$ cat src/rtl/pipe_load_rd.sv
// Load pipeline over a 256x16 data memory with register-bank write-back.
// Latency: 2 cycles from request accept to rsp_valid; 1 load/cycle sustained.
// Backpressure: rsp_ready low stalls S2 then S1; req_ready drops only when both are full.
module pipe_load_rd #(
    parameter int DW   = 16,
    parameter int AW   = 8,
    parameter int RW   = 4,
    parameter int CNTW = 16
) (
    input  logic            clk,
    input  logic            rst_n,
    input  logic            req_valid,
    output logic            req_ready,
    input  logic [AW-1:0]   req_addr,
    input  logic [RW-1:0]   req_rd,
    input  logic            mem_we,
    input  logic [AW-1:0]   mem_waddr,
    input  logic [DW-1:0]   mem_wdata,
    output logic            rsp_valid,
    input  logic            rsp_ready,
    output logic [DW-1:0]   rsp_data,
    output logic [RW-1:0]   rsp_rd,
    output logic            rf_we,
    output logic [RW-1:0]   rf_waddr,
    output logic [DW-1:0]   rf_wdata,
    output logic [CNTW-1:0] done_cnt
);

    logic [DW-1:0]   r_mem [0:(1<<AW)-1];

    logic            r_s1_v;
    logic [AW-1:0]   r_s1_addr;
    logic [RW-1:0]   r_s1_rd;
    logic            r_rsp_valid;
    logic [DW-1:0]   r_rsp_data;
    logic [RW-1:0]   r_rsp_rd;
    logic [CNTW-1:0] r_done_cnt;

    logic            w_s2_acc;
    logic            w_s1_move;
    logic            w_req_acc;
    logic            w_rsp_hs;
    logic [DW-1:0]   w_rd_data;

    assign w_s2_acc  = !r_rsp_valid || rsp_ready;
    assign w_s1_move = r_s1_v && w_s2_acc;
    assign req_ready = !r_s1_v || w_s2_acc;
    assign w_req_acc = req_valid && req_ready;
    assign w_rsp_hs  = r_rsp_valid && rsp_ready;

    // Write-first: a store landing on the address being read this cycle wins.
    assign w_rd_data = (mem_we && (mem_waddr == r_s1_addr)) ? mem_wdata : r_mem[r_s1_addr];

    always_ff @(posedge clk) begin
        if (mem_we) begin
            r_mem[mem_waddr] <= mem_wdata;
        end
    end

    always_ff @(posedge clk or negedge rst_n) begin
        if (!rst_n) begin
            r_s1_v    <= 1'b0;
            r_s1_addr <= '0;
            r_s1_rd   <= '0;
        end else if (w_req_acc) begin
            r_s1_v    <= 1'b1;
            r_s1_addr <= req_addr;
            r_s1_rd   <= req_rd;
        end else if (w_s1_move) begin
            r_s1_v    <= 1'b0;
        end
    end

    always_ff @(posedge clk or negedge rst_n) begin
        if (!rst_n) begin
            r_rsp_valid <= 1'b0;
            r_rsp_data  <= '0;
            r_rsp_rd    <= '0;
        end else if (w_s1_move) begin
            r_rsp_valid <= 1'b1;
            r_rsp_data  <= w_rd_data;
            r_rsp_rd    <= r_s1_rd;
        end else if (rsp_ready) begin
            r_rsp_valid <= 1'b0;
        end
    end

    always_ff @(posedge clk or negedge rst_n) begin
        if (!rst_n) begin
            r_done_cnt <= '0;
        end else if (w_rsp_hs) begin
            r_done_cnt <= r_done_cnt + {{(CNTW-1){1'b0}}, 1'b1};
        end
    end

    assign rsp_valid = r_rsp_valid;
    assign rsp_data  = r_rsp_data;
    assign rsp_rd    = r_rsp_rd;
    assign rf_we     = w_rsp_hs;
    assign rf_waddr  = r_rsp_rd;
    assign rf_wdata  = r_rsp_data;
    assign done_cnt  = r_done_cnt;

endmodule

$ cat config.mk
export PLATFORM = sky130hd
export DESIGN_NAME = pipe_load_rd
export DESIGN_NICKNAME = d
export VERILOG_FILES = /design/src/rtl/pipe_load_rd.sv
export SDC_FILE = /design/constraint.sdc
export NUM_CORES = 2
export LEC_CHECK = 0
export ABC_AREA = 1
export CAP_MARGIN = 20
export CORE_MARGIN = 2
export CORE_UTILIZATION = 25
export DETAILED_ROUTE_END_ITERATION = 8
export SYNTH_ARGS = -nofsm -noshare
export SYNTH_HDL_FRONTEND = slang
export SYNTH_SLANG_ARGS = --single-unit
$ cat constraint.sdc
create_clock -name clk -period 1.8 [get_ports clk]
set_input_delay 0.36 -clock clk [delete_from_list [all_inputs] [get_ports clk]]
set_output_delay 0.36 -clock clk [all_outputs]
set_load 0.01 [all_outputs]
## Word-level counts from Yosys, hierarchy flattened

Memories as Yosys holds them, arrays and structs flattened. A register that Yosys moved wholly into a read port is not among the register bits.
Cells that the tools add are included.

| word-level totals | value |
|---|---|
| register bits | 34 |
| memory bits (writable) | 4096 |
| memories kept | 1 |
| logic and storage cells | 24 |
| input bits | 41 |
| output and inout port bits | 59 |

| operators by class | value |
|---|---|
| reductions and logical operators | 10 |
| add/sub/neg operators | 1 |
| muxes and demuxes | 6 |

Memory list:

| memory | depth | width | read ports | clocked after memory_dff | wr ports | RTL line | text |
|---|---|---|---|---|---|---|---|
| r_mem | 256 | 16 | 1 | 1 | 1 | 29 | `logic [DW-1:0] r_mem [0:(1<<AW)-1];` |

Operators with widths:

| kind | count |
|---|---|
| adder 16 x 1 -> 16 bit, second input constant | 1 |
| two-way mux 1 bit | 6 |
| nonzero test 2 bit | 2 |
| logical AND 1 bit | 3 |
| logical NOT 1 bit | 3 |
| logical OR 1 bit | 2 |

## Depth between registers and ports, before layout

| logic depth | value |
|---|---|
| depth in word-level cells | 5 |
| mapped depth | 17 |
| gate-level depth less buffers | 13 |

## Worst setup path after synthesis

OpenSTA, ideal clock, no wires.

| path | value |
|---|---|
| path kind | input port to flip-flop |
| from | in mem_we |
| to | mem r_mem[103][0], enable pin |
| setup time | 0.388 ns |
| arrival time | 1.970 ns |
| data required time | 1.412 ns |
| path slack | -0.558 ns |
| buffers on the path | 3 |
| stages on the path | 5 |
| path through | clkbuf_1 clkbuf_1 nand2_1 clkbuf_1 nor2_1 |

| between the ends | value |
|---|---|
| word-level cells in the longest chain between the ends | 2 |

Ends and longest elaborated chain:

| element | RTL line | text |
|---|---|---|
| from (decl) | 16 | `input logic mem_we,` |
| two-way mux 1 bit | 55 | `if (mem_we) begin` |
| two-way mux 1 bit (not written as such) | 56 | `r_mem[mem_waddr] <= mem_wdata;` |
| to (decl) | 29 |  |

Every way passes these cells.

==> impl_metrics.toml <==
[cts]
htreeDepth = 5
path_clk_slew_ns = 0.07
clock_sinks = 4146
root_buffer = "clkbuf_16"
cts_buffers = 424
cts_tree = "yes"
insertion_delay_ns = 1.05
cts_buffer_depth = 4

[route]
routed_wl_um = 542000
drt-initial-drc-count = 14900
vias = 116000
wl_per_cell_um = 22.4
drc_errors = 2
postRouteAntennaNets = 0
routed_via_density = 4.81
first_pass_iters = 9

[grt]
grt_max_degree = 94
overflow = 0
grt_usage_pct = 15.2
grt_pass1_vias = 109000
grt_pass1_wl_um = 772000
antenna_found_initial = 32

[timing]
slew_viol_final = 0
period_share_pct = 149
setup_ws_ns = -0.886
finalSetupTns_ns = -29.77
max_slew.worst_pin.slew_ns = 0.724
skew_ns = 0.105
setup_violations = 88
maxSlewHeadroom_pct = 51.7
grt_setup_unrepaired = "yes"
hold_violations = 0
holdWs_ns = 0.102
fmax_mhz = 372
post-route-min-period_ns = 2.69

[layout]
design_area_um2 = 212000
fillers = 65500
layout-drive-gt1-share_pct = 17.9
final_cell_mix = "nand2_1 (4208), edfxtp_1 (4096), nand3_1 (3652), buf_4 (747), buf_12 (558)"
final_common_cell = "nand2_1"
syn2layout_area_growth_pct = 26.7
nets = 15000
final_cells = 24200
post-route-util_pct = 31.8

[placed_design]
portBuffers = 99
gp_congestion = 0.910
place_ws_ns = -1.46
dpl.cell_count = 23300
dpl.hpwl_um = 335000
postPlaceCellArea_um2 = 193000

[power_and_ir_drop]
p_leak_nw = 74.0
power_mw = 237
ir_drop_mv = 0.878
p_clk_share_pct = 36.2
power_frac_comb_pct = 18.6
switchingPower_mw = 67.2
power_density_nw_per_um2 = 1120
netSwitchingFraction_pct = 28.3
pwr-share-seq_pct = 45.2
intPower_mw = 170

[critical_path]
arrival_ns = 3.63
crit_buf_inv = 5
critPathLaunchType = "flop"
cp_cell_sequence = "buf_12, clkinv_16, buf_16, buf_12, bufbuf_16, nand2_1, nand3_1, nand3_2, nand3_2, nand3_2, nand3_4, nand3_1, nand3_1, nand2_1, nand2_1, nand2_1, nand2_1"
worstSetupPathType = "reg2reg"
critPathRequiredTime_ns = 2.74
path_max_fanout = 13
crit_path_max_incr_delay_ns = 0.49
cp_top_family = "simple AND/OR/NAND/NOR gates"
crit_slowest_cell = "dfrtp_4"
crit_top_cell = "nand2_1"
cp-end-kind = "flop"

[floorplanning]
die_width_um = 822
initial_core_util_pct = 25.1
std_cell_rows = 300
die_h_um = 822
ios = 100
core-area_um2 = 667000
die_area_um2 = 676000

[outcome]
status = "finished, violations left"
violations = "DRC, setup timing"

[synth]
synth_top_cell_area_share_pct = 73.5
synth.avg_cell_area_um2 = 12.1
yosys_warnings = 0
netlist_area_um2 = 167000
synth_cells = 13900
synth-seq-cells = 4146
synth_top_cells_by_area = "edfxtp_1 (74%), nand3_1 (12%), nand2_1 (9.5%)"
seq_area_frac_synth_pct = 74.3
syn_nets = 13900
synth_area_leader_cell = "edfxtp_1"
synth.distinct_cells = 25

[hold_path]
min_path_type = "in2reg"

[flow_run]
maxCapViolCount = 0
worst register-to-register path: cells and delay by family (launching register included):
| kind | cells | cell delay [ns] |
|---|---|---|
| simple gates | 12 | 1.11 |
| flops | 1 | 0.49 |
| buf+inv | 5 | 1.06 |
synth_stat cells:
cell type     n
nand2_1    4232
edfxtp_1   4096
nand3_1    4074
buf_2       568
nor2_1      312
clkbuf_1    177
buf_4       102
buf_1        95
inv_1        64
dfrtp_1      50
a21oi_1      29
buf_6        25
xnor2_1       9
xor2_1        7
nor3_1        6
o21ai_0       5
nand4_1       4
clkinv_1      3
inv_6         2
nor4_1        2
ha_1          1
nand3b_1      1
nor2_4        1
nor4b_1       1
o2111ai_1     1
layout make-up:
type / instances / area (um^2) / share of cell area [%]
diodes: 19 / 47.5 / 0.0224
flip-flops and latches: 4146 / 124000 / 58.6
repair inverters: 4 / 92.6 / 0.0437
multi-input cells: 8685 / 41800 / 19.7
inverters: 69 / 344 / 0.162
well taps: 8909 / 11100 / 5.26
clock buffers: 544 / 11200 / 5.28
clock inverters: 228 / 2210 / 1.04
repair buffers: 1584 / 20900 / 9.85
logic make-up after synthesis:
family | Yosys count | synth area share [%]
simple gates | 8633 | 22.4
flops | 4146 | 74.3
buf+inv | 1036 | 3.10
compound gates | 35 | 0.107
xor+xnor | 16 | 0.0838
fa+ha+maj | 1 | 0.00748
timing repair:
action                     4_1_cts  5_1_grt
gates resized for setup        593      370
setup buffers                   64       18
hold buffers                    22        0
cloned                          16       17
setup endpoints to repair       80       91
hold endpoints to repair      1710        0
pin swaps                       20       66
power by group through the flow:
stage	Sequential, mW	Clock, mW	Combinational [mW]
final	107	85.8	44.1
after global placement	109	0	38.9
after floorplan	109	0	18.8
after global routing	107	90.5	46.6
after CTS	107	86.8	41.6
after detailed placement	109	0	39.0
flip-flops by register name, summed over array words and instances (netlist names):
| register | cells |
|---|---|
| rf_waddr | 4 |
| r_mem | 4096 |
| r_s1_addr | 8 |
| rsp_valid | 1 |
| done_cnt | 16 |
| rf_wdata | 16 |
| r_s1_v | 1 |
| r_s1_rd | 4 |
routing by layer:
metal / track usage, % / vias to the layer above / part of all wire (%)
li1: - / 51700 / -
met1: 21.2 / 57800 / 41
met2: 23.3 / 5949 / 45
met3: 3.13 / 910 / 10
met4: 5.48 / 6 / 3.7
met5: 0 / - / 0.0070
path summary, 6_finish.rpt:
check                                               from                        to  slack (ns)  cells past startpoint
worst max-delay path            r_s1_addr[0]$_DFFE_PN0P_   rf_wdata[6]$_DFFE_PN0P_       -0.89                     17
worst max register to register  r_s1_addr[0]$_DFFE_PN0P_   rf_wdata[6]$_DFFE_PN0P_       -0.89                     17
worst min register to register    r_s1_rd[2]$_DFFE_PN0P_    r_s1_rd[2]$_DFFE_PN0P_        0.52                      2
max in group asynchronous                          rst_n  r_s1_addr[3]$_DFFE_PN0P_        1.34                      3
worst min-delay path                           req_valid    r_s1_rd[2]$_DFFE_PN0P_        0.10                      3
min in group asynchronous                          rst_n  r_s1_addr[4]$_DFFE_PN0P_        0.11                      3
Power figures use the tool's default switching activity.
